[src/rtl/torus_pkg.sv]
// Shared types and constants for the torus client port.
package torus_pkg;

    localparam int unsigned X_W   = 2;
    localparam int unsigned Y_W   = 2;
    localparam int unsigned D_W   = 32;
    localparam int unsigned MSG_W = X_W + Y_W + D_W;
    localparam int unsigned CNT_W = 16;

    localparam int unsigned ERR_OVF      = 0;
    localparam int unsigned ERR_MISROUTE = 1;

    typedef struct packed {
        logic [X_W-1:0] x;
        logic [Y_W-1:0] y;
        logic [D_W-1:0] data;
    } msg_t;

endpackage

[src/rtl/torus_client_port_if.sv]
// Client-side handshake bundle: injection, ejection and backpressure signals.
interface torus_client_port_if #(
    parameter int unsigned X_W  = 2,
    parameter int unsigned Y_W  = 2,
    parameter int unsigned D_W  = 32,
    parameter int unsigned VC_W = 1
);
    logic            u_v;
    logic [X_W-1:0]  u_x;
    logic [Y_W-1:0]  u_y;
    logic [D_W-1:0]  u_data;
    logic            u_rdy;

    logic            i_v;
    logic [X_W-1:0]  i_x;
    logic [Y_W-1:0]  i_y;
    logic [D_W-1:0]  i_data;
    logic            i_ack;

    logic            o_v;
    logic [X_W-1:0]  o_x;
    logic [Y_W-1:0]  o_y;
    logic [D_W-1:0]  o_data;
    logic [VC_W-1:0] client_b;

    logic            d_v;
    logic [X_W-1:0]  d_x;
    logic [Y_W-1:0]  d_y;
    logic [D_W-1:0]  d_data;
    logic            d_rdy;

    // Environment side: client, switch and consumer.
    modport master (
        output u_v, u_x, u_y, u_data, i_ack, o_v, o_x, o_y, o_data, d_rdy,
        input  u_rdy, i_v, i_x, i_y, i_data, client_b, d_v, d_x, d_y, d_data
    );

    // Port side.
    modport slave (
        input  u_v, u_x, u_y, u_data, i_ack, o_v, o_x, o_y, o_data, d_rdy,
        output u_rdy, i_v, i_x, i_y, i_data, client_b, d_v, d_x, d_y, d_data
    );
endinterface

[src/rtl/torus_msg_fifo.sv]
// Register-based message FIFO; push/pop arrive pre-qualified from the caller.
module torus_msg_fifo #(
    parameter int unsigned DEPTH = 4,
    parameter int unsigned MSG_W = 36
) (
    input  logic                   clk,
    input  logic                   rst,
    input  logic                   push,
    input  logic                   pop,
    input  logic [MSG_W-1:0]       wdata,
    output logic                   full,
    output logic                   empty,
    output logic [$clog2(DEPTH):0] count,
    output logic [MSG_W-1:0]       head
);
    localparam int unsigned AW = $clog2(DEPTH);
    localparam int unsigned CW = AW + 1;

    logic [AW-1:0]    wr_ptr;
    logic [AW-1:0]    rd_ptr;
    logic [MSG_W-1:0] mem [DEPTH];

    always_ff @(posedge clk or negedge rst) begin
        if (!rst) begin
            wr_ptr <= '0;
            rd_ptr <= '0;
            count  <= '0;
        end else begin
            if (push) wr_ptr <= wr_ptr + AW'(1);
            if (pop)  rd_ptr <= rd_ptr + AW'(1);
            unique case ({push, pop})
                2'b10:   count <= count + CW'(1);
                2'b01:   count <= count - CW'(1);
                default: count <= count;
            endcase
        end
    end

    // A push on a full FIFO is only legal alongside a pop; the head is read before the overwrite.
    always_ff @(posedge clk) begin
        if (push) mem[wr_ptr] <= wdata;
    end

    assign full  = (count == CW'(DEPTH));
    assign empty = (count == '0);
    assign head  = mem[rd_ptr];

endmodule

[src/rtl/torus_client_port.sv]
// Client adapter for one torus node: injection FIFO toward the switch, skid buffer from it.
module torus_client_port
    import torus_pkg::*;
#(
    parameter int unsigned X_W   = 2,
    parameter int unsigned Y_W   = 2,
    parameter int unsigned D_W   = 32,
    parameter int unsigned VC_W  = 1,
    parameter int unsigned X     = 0,
    parameter int unsigned Y     = 0,
    parameter int unsigned DEPTH = 4
) (
    input  logic                      clk,
    input  logic                      rst,
    torus_client_port_if.slave        bus,
    output logic [CNT_W-1:0]          inj_cnt,
    output logic [CNT_W-1:0]          ej_cnt,
    output logic [1:0]                err,
    output logic                      done
);
    localparam int unsigned M_W = X_W + Y_W + D_W;
    localparam int unsigned IW  = $clog2(DEPTH) + 1;

    typedef struct packed {
        logic [X_W-1:0] x;
        logic [Y_W-1:0] y;
        logic [D_W-1:0] data;
    } port_msg_t;

    port_msg_t inj_wdata, inj_head, ej_wdata, ej_head;
    logic      inj_full, inj_empty, inj_push, inj_pop;
    logic      ej_full, ej_empty, ej_push, ej_pop;
    logic      ovf, misroute;
    logic [IW-1:0] inj_count;
    logic [1:0]    ej_count;

    // Injection: no push while full, even with a concurrent pop.
    assign inj_push  = bus.u_v && !inj_full;
    assign inj_pop   = !inj_empty && bus.i_ack;
    assign inj_wdata = '{x: bus.u_x, y: bus.u_y, data: bus.u_data};

    torus_msg_fifo #(.DEPTH(DEPTH), .MSG_W(M_W)) u_inj (
        .clk   (clk),
        .rst   (rst),
        .push  (inj_push),
        .pop   (inj_pop),
        .wdata (inj_wdata),
        .full  (inj_full),
        .empty (inj_empty),
        .count (inj_count),
        .head  (inj_head)
    );

    assign bus.u_rdy  = !inj_full;
    assign bus.i_v    = !inj_empty;
    assign bus.i_x    = inj_head.x;
    assign bus.i_y    = inj_head.y;
    assign bus.i_data = inj_head.data;

    // Ejection: a delivery into a full buffer survives only if the consumer pops that cycle.
    assign ej_pop   = !ej_empty && bus.d_rdy;
    assign ej_push  = bus.o_v && (!ej_full || ej_pop);
    assign ovf      = bus.o_v && ej_full && !ej_pop;
    assign misroute = ej_push && ((bus.o_x != X_W'(X)) || (bus.o_y != Y_W'(Y)));
    assign ej_wdata = '{x: bus.o_x, y: bus.o_y, data: bus.o_data};

    torus_msg_fifo #(.DEPTH(2), .MSG_W(M_W)) u_ej (
        .clk   (clk),
        .rst   (rst),
        .push  (ej_push),
        .pop   (ej_pop),
        .wdata (ej_wdata),
        .full  (ej_full),
        .empty (ej_empty),
        .count (ej_count),
        .head  (ej_head)
    );

    assign bus.client_b = {VC_W{ej_count == 2'd2}};
    assign bus.d_v      = !ej_empty;
    assign bus.d_x      = ej_head.x;
    assign bus.d_y      = ej_head.y;
    assign bus.d_data   = ej_head.data;

    // Saturating stat counters and sticky error flags.
    always_ff @(posedge clk or negedge rst) begin
        if (!rst) begin
            inj_cnt <= '0;
            ej_cnt  <= '0;
            err     <= '0;
        end else begin
            if (inj_pop && (inj_cnt != '1)) inj_cnt <= inj_cnt + CNT_W'(1);
            if (ej_pop && (ej_cnt != '1))   ej_cnt  <= ej_cnt + CNT_W'(1);
            if (ovf)      err[ERR_OVF]      <= 1'b1;
            if (misroute) err[ERR_MISROUTE] <= 1'b1;
        end
    end

    assign done = (inj_count == '0) && ej_empty && !bus.u_v && !bus.o_v;

endmodule

[src/flat_wrapper.sv]
// flat-port wrapper written by rule: the top's interface ports become plain ports
module torus_client_port_flat import torus_pkg::*;
#(
    parameter int unsigned X_W   = 2,
    parameter int unsigned Y_W   = 2,
    parameter int unsigned D_W   = 32,
    parameter int unsigned VC_W  = 1,
    parameter int unsigned X     = 0,
    parameter int unsigned Y     = 0,
    parameter int unsigned DEPTH = 4
)
  (clk, rst, inj_cnt, ej_cnt, err, done, bus_u_v, bus_u_x, bus_u_y, bus_u_data, bus_i_ack, bus_o_v, bus_o_x, bus_o_y, bus_o_data, bus_d_rdy, bus_u_rdy, bus_i_v, bus_i_x, bus_i_y, bus_i_data, bus_client_b, bus_d_v, bus_d_x, bus_d_y, bus_d_data);
  torus_client_port_if #(.X_W(X_W), .Y_W(Y_W), .D_W(D_W), .VC_W(VC_W)) bus_i ();
  input  logic clk;
  input  logic rst;
  output logic [CNT_W-1:0] inj_cnt;
  output logic [CNT_W-1:0] ej_cnt;
  output logic [1:0] err;
  output logic done;
  input wire logic [$bits(bus_i.u_v)-1:0] bus_u_v;
  input wire logic [$bits(bus_i.u_x)-1:0] bus_u_x;
  input wire logic [$bits(bus_i.u_y)-1:0] bus_u_y;
  input wire logic [$bits(bus_i.u_data)-1:0] bus_u_data;
  input wire logic [$bits(bus_i.i_ack)-1:0] bus_i_ack;
  input wire logic [$bits(bus_i.o_v)-1:0] bus_o_v;
  input wire logic [$bits(bus_i.o_x)-1:0] bus_o_x;
  input wire logic [$bits(bus_i.o_y)-1:0] bus_o_y;
  input wire logic [$bits(bus_i.o_data)-1:0] bus_o_data;
  input wire logic [$bits(bus_i.d_rdy)-1:0] bus_d_rdy;
  output wire logic [$bits(bus_i.u_rdy)-1:0] bus_u_rdy;
  output wire logic [$bits(bus_i.i_v)-1:0] bus_i_v;
  output wire logic [$bits(bus_i.i_x)-1:0] bus_i_x;
  output wire logic [$bits(bus_i.i_y)-1:0] bus_i_y;
  output wire logic [$bits(bus_i.i_data)-1:0] bus_i_data;
  output wire logic [$bits(bus_i.client_b)-1:0] bus_client_b;
  output wire logic [$bits(bus_i.d_v)-1:0] bus_d_v;
  output wire logic [$bits(bus_i.d_x)-1:0] bus_d_x;
  output wire logic [$bits(bus_i.d_y)-1:0] bus_d_y;
  output wire logic [$bits(bus_i.d_data)-1:0] bus_d_data;
  assign bus_i.u_v = bus_u_v;
  assign bus_i.u_x = bus_u_x;
  assign bus_i.u_y = bus_u_y;
  assign bus_i.u_data = bus_u_data;
  assign bus_i.i_ack = bus_i_ack;
  assign bus_i.o_v = bus_o_v;
  assign bus_i.o_x = bus_o_x;
  assign bus_i.o_y = bus_o_y;
  assign bus_i.o_data = bus_o_data;
  assign bus_i.d_rdy = bus_d_rdy;
  assign bus_u_rdy = bus_i.u_rdy;
  assign bus_i_v = bus_i.i_v;
  assign bus_i_x = bus_i.i_x;
  assign bus_i_y = bus_i.i_y;
  assign bus_i_data = bus_i.i_data;
  assign bus_client_b = bus_i.client_b;
  assign bus_d_v = bus_i.d_v;
  assign bus_d_x = bus_i.d_x;
  assign bus_d_y = bus_i.d_y;
  assign bus_d_data = bus_i.d_data;
  torus_client_port #(.X_W(X_W), .Y_W(Y_W), .D_W(D_W), .VC_W(VC_W), .X(X), .Y(Y), .DEPTH(DEPTH)) u_core (.clk(clk), .rst(rst), .bus(bus_i), .inj_cnt(inj_cnt), .ej_cnt(ej_cnt), .err(err), .done(done));
endmodule
[config.mk]
export PLATFORM = sky130hd
export DESIGN_NAME = torus_client_port_flat
export DESIGN_NICKNAME = d
export VERILOG_FILES = /design/src/rtl/torus_pkg.sv /design/src/rtl/torus_client_port_if.sv /design/src/rtl/torus_msg_fifo.sv /design/src/rtl/torus_client_port.sv /design/src/flat_wrapper.sv
export SDC_FILE = /design/constraint.sdc
export NUM_CORES = 1
export LEC_CHECK = 0
export ABC_AREA = 1
export BUFFER_PORTS_ARGS = -buffer_cell sky130_fd_sc_hd__buf_2
export CAP_MARGIN = 30
export CORE_ASPECT_RATIO = 1.75
export CORE_MARGIN = 8
export CORE_UTILIZATION = 50
export CTS_BUF_LIST = sky130_fd_sc_hd__clkbuf_4 sky130_fd_sc_hd__clkbuf_8
export CTS_CLUSTER_DIAMETER = 50
export DETAILED_ROUTE_END_ITERATION = 7
export GPL_TIMING_DRIVEN = 0
export PLACE_DENSITY = 0.69
export SLEW_MARGIN = 0
export SYNTH_ARGS = -nofsm -noshare
export SYNTH_HDL_FRONTEND = slang
export SYNTH_SLANG_ARGS = --single-unit
[constraint.sdc]
create_clock -name clk -period 5.75 [get_ports clk]
set_input_delay 1.725 -clock clk [delete_from_list [all_inputs] [get_ports clk]]
set_output_delay 1.725 -clock clk [all_outputs]
set_load 0.01 [all_outputs]
==> metrics.txt <==
syn_area_per_cell=12.7 um^2; Synth Area in Simple Gates=11.8%; GRT Util Overall=19.1%; grt total ovfl=0; FF+latch count, synth=261; pins over their slew limit=0; Slowest-stage cell, CP=clkbuf_1; Post-synth EDFFs=216; Largest stage delay, worst path=0.40 ns; FF-to-FF End=u_core.u_inj.count[2]$_DFFE_PN0P_; initial antenna violation count=7; GPL Wtd Cong=0.815; WS Path Type=reg2out; total power=6.15 mW; mux share of post-synthesis cell area=3.83%; crit start category=flop; PD cells=481 nW/um^2; Worst-path clk slew=0.07 ns; top-count cell post-synth=edfxtp_1; TritonCTS clock tree=built; initial DRC count=344; hold crit path type=reg2reg; Leakage=4.99 nW; period utilisation layout=72.1%; outcome=completed; postcts setup bufs=0; Finished Layout Cells=1349; MaxCap Viol Count=0; area share of the largest cell type after synthesis=61.3%; first-pass GRT wire length=39.3 mm; Max Root-Sink Buffers=3; FFs w/ async S/R, synth=17.2%; core area=20800 um^2; synth top area cells=edfxtp_1 61%, dfrtp_1 11%, nand2_1 5.0%; Post-Synth Adder-Cell Area=1.02%; die span in x=126 um; most numerous cell on the critical path=clkbuf_1; fmax=241 MHz; vias in the first global route=7566; Rows=70; Critical Path Start=u_core.u_inj.rd_ptr[1]$_DFFE_PN0P_; synth cell count leaders=216 x edfxtp_1, 142 x nand2_1, 118 x nor2_1, 84 x o21ai_0, 45 x dfrtp_1; hold path depth=1; # nets final=1153; Worst Hold Endpoint=u_core.err[1]$_DFFE_PN0P_; cells on worst reg2reg path=10; Sink Count=261; final design instance area without fill=12800 um^2; net count after synthesis=918; chip height=208 um; largest net degree at the start of global routing=36; crit path DAT=2.42 ns; port bufs=188; Critical Path Fanout Max=10; dpl cell area=12000 um^2; DRT antenna net count=0; total wire length=25.0 mm; Main synth FF type=edfxtp_1; Post-Syn Instances=832; RSZ-0062 raised after global routing=false; Worst-Margin Slew=0.727 ns; Rel. slew slack=51.4%; number of top-level pins=189; share of cells above drive strength 1=29.8%; CP cell instances=clkbuf_1 -> inv_1 -> clkbuf_1 -> o21ai_0 -> o22ai_1 -> buf_2; Post-CTS Resized=0; CP endpoint kind=primary output; number of remaining DRC errors=0; worst r2r src=u_core.u_inj.count[1]$_DFFE_PN0P_; XOR/XNOR Fraction of Synth Area=1.74%; sequential area share after synthesis=71.9%; Synth Area in Compound Gates=6.60%; die area=26300 um^2; Yosys Warn Count=0; mean routed wirelength per cell=18.5 um; Fin. Hold Viols=0; final setup vio count=0; drt pass-1 iters=4; post-DR vias/cell=5.19; library cells used by synthesis=32; initial core utilization=50.8%; hold_ws=0.473 ns; vias=6996; Hold-fix buffers, CTS=0; Synth area leader=edfxtp_1; CTS Buf Count=38; reg-to-reg setup timing slack=3.55 ns; synthesized area=10600 um^2; clock latency on the worst-skew pair=0.52 ns; Worst Path Required=4.03 ns; Root Driver=clkbuf_8; largest family of logic cells by synthesized area=simple AND/OR/NAND/NOR gates; placed cell count=1279; Filler cells=1717; HPWL after DPL=17.3 mm; Layout area overhead=20.8%; Clock Skews=0.0144 ns; hold_sp=u_core.err[1]$_DFFE_PN0P_; Max VDD drop=0.000229 V; min Tclk post-route=4.14 ns; H-tree levels=2; TNS Setup=0 ns
-- metrics by stage --
step | utilization (%) | setup slack, ns
after floorplan | - | 1.79
after global placement | 56.8 | 0.513
after detailed placement | 57.8 | 1.76
after CTS | 61.3 | 1.43
after global routing | 61.3 | 1.30
final | 61.3 | 1.61
-- flip-flops by register name, indices dropped and copies added, names as in the netlist --
register and count:
u_core.u_inj.count 3, u_core.ej_cnt 16, u_core.u_ej.count 2, u_core.u_inj.rd_ptr 2, u_core.u_inj.mem 144, u_core.u_ej.rd_ptr 1
u_core.u_ej.wr_ptr 1, u_core.err 2, u_core.inj_cnt 16, u_core.u_inj.wr_ptr 2, u_core.u_ej.mem 72
-- kinds of logic after synthesis --
family                   Yosys count
buffers and inverters             76
XOR/XNOR                          21
AND/OR/NAND/NOR                  305
AO/OA/AOI/OAI                    125
multiplexers                      36
flip-flops                       261
adder cells (fa/ha/maj)            8
-- power by group --
part | internal [mW] | total (mW) | switching, mW
clock network | 0.769 | 1.42 | 0.656
registers | 2.47 | 2.61 | 0.138
logic | 0.775 | 2.12 | 1.34
-- cell usage in the layout, fill, tap and decap left out, types with 4 or more instances in the layout --
cell type / synthesis / final
nand4_1: 9 / 9
nand2_1: 142 / 142
clkbuf_1: 18 / 18
xnor2_1: 14 / 14
edfxtp_1: 216 / 216
nor2_1: 118 / 112
xor2_1: 7 / 7
inv_1: 40 / 40
buf_12: 0 / 4
nor2_4: 1 / 7
clkbuf_4: 0 / 15
buf_2: 5 / 193
dfrtp_1: 45 / 45
o22ai_1: 36 / 36
clkbuf_8: 0 / 39
clkinv_1: 1 / 9
mux2_2: 36 / 36
diode_2: 0 / 5
nand2_2: 8 / 8
ha_1: 7 / 7
o21ai_0: 84 / 84
nand3_1: 17 / 17
-- layout make-up --
cell class	count	area (um^2)	area share, %
inverter	44	165	1.29
buffer	32	160	1.25
clock inverter	11	72.6	0.568
clock buffer	54	649	5.08
sequential	261	7610	59.5
timing repair buffer	195	1100	8.63
antenna	5	12.5	0.0979
multi-input combinational	495	2690	21.1
tap	252	315	2.47
-- worst max-delay path by stage --
stage	endpoint	cells past startpoint	slack, ns
global route	bus_i_x[0]	6	1.30
global placement	u_core.u_inj.mem[0][20]$_DFFE_PP_	3	0.51
CTS	bus_i_x[0]	6	1.43
floorplan	u_core.u_ej.mem[1][0]$_DFFE_PP_	4	1.79
detailed placement	done	3	1.76
finish	bus_i_data[31]	6	1.61
-- routing by layer --
| metal | wire, um | GRT usage [%] | vias to the layer above |
|---|---|---|---|
| li1 | - | - | 3401 |
| met1 | 9050 | 19.5 | 3380 |
| met2 | 13800 | 34.9 | 165 |
| met3 | 1260 | 4.58 | 46 |
| met4 | 828 | 10.1 | 4 |
| met5 | 16 | 0 | - |
-- worst max-delay path: cells and delay by family, from the launching register on --
kind	cells	cell delay, ns
buf+inv	4	1.15
flops	1	0.36
compound gates	2	0.40
Note: power is estimated with default switching activity, not from simulation.
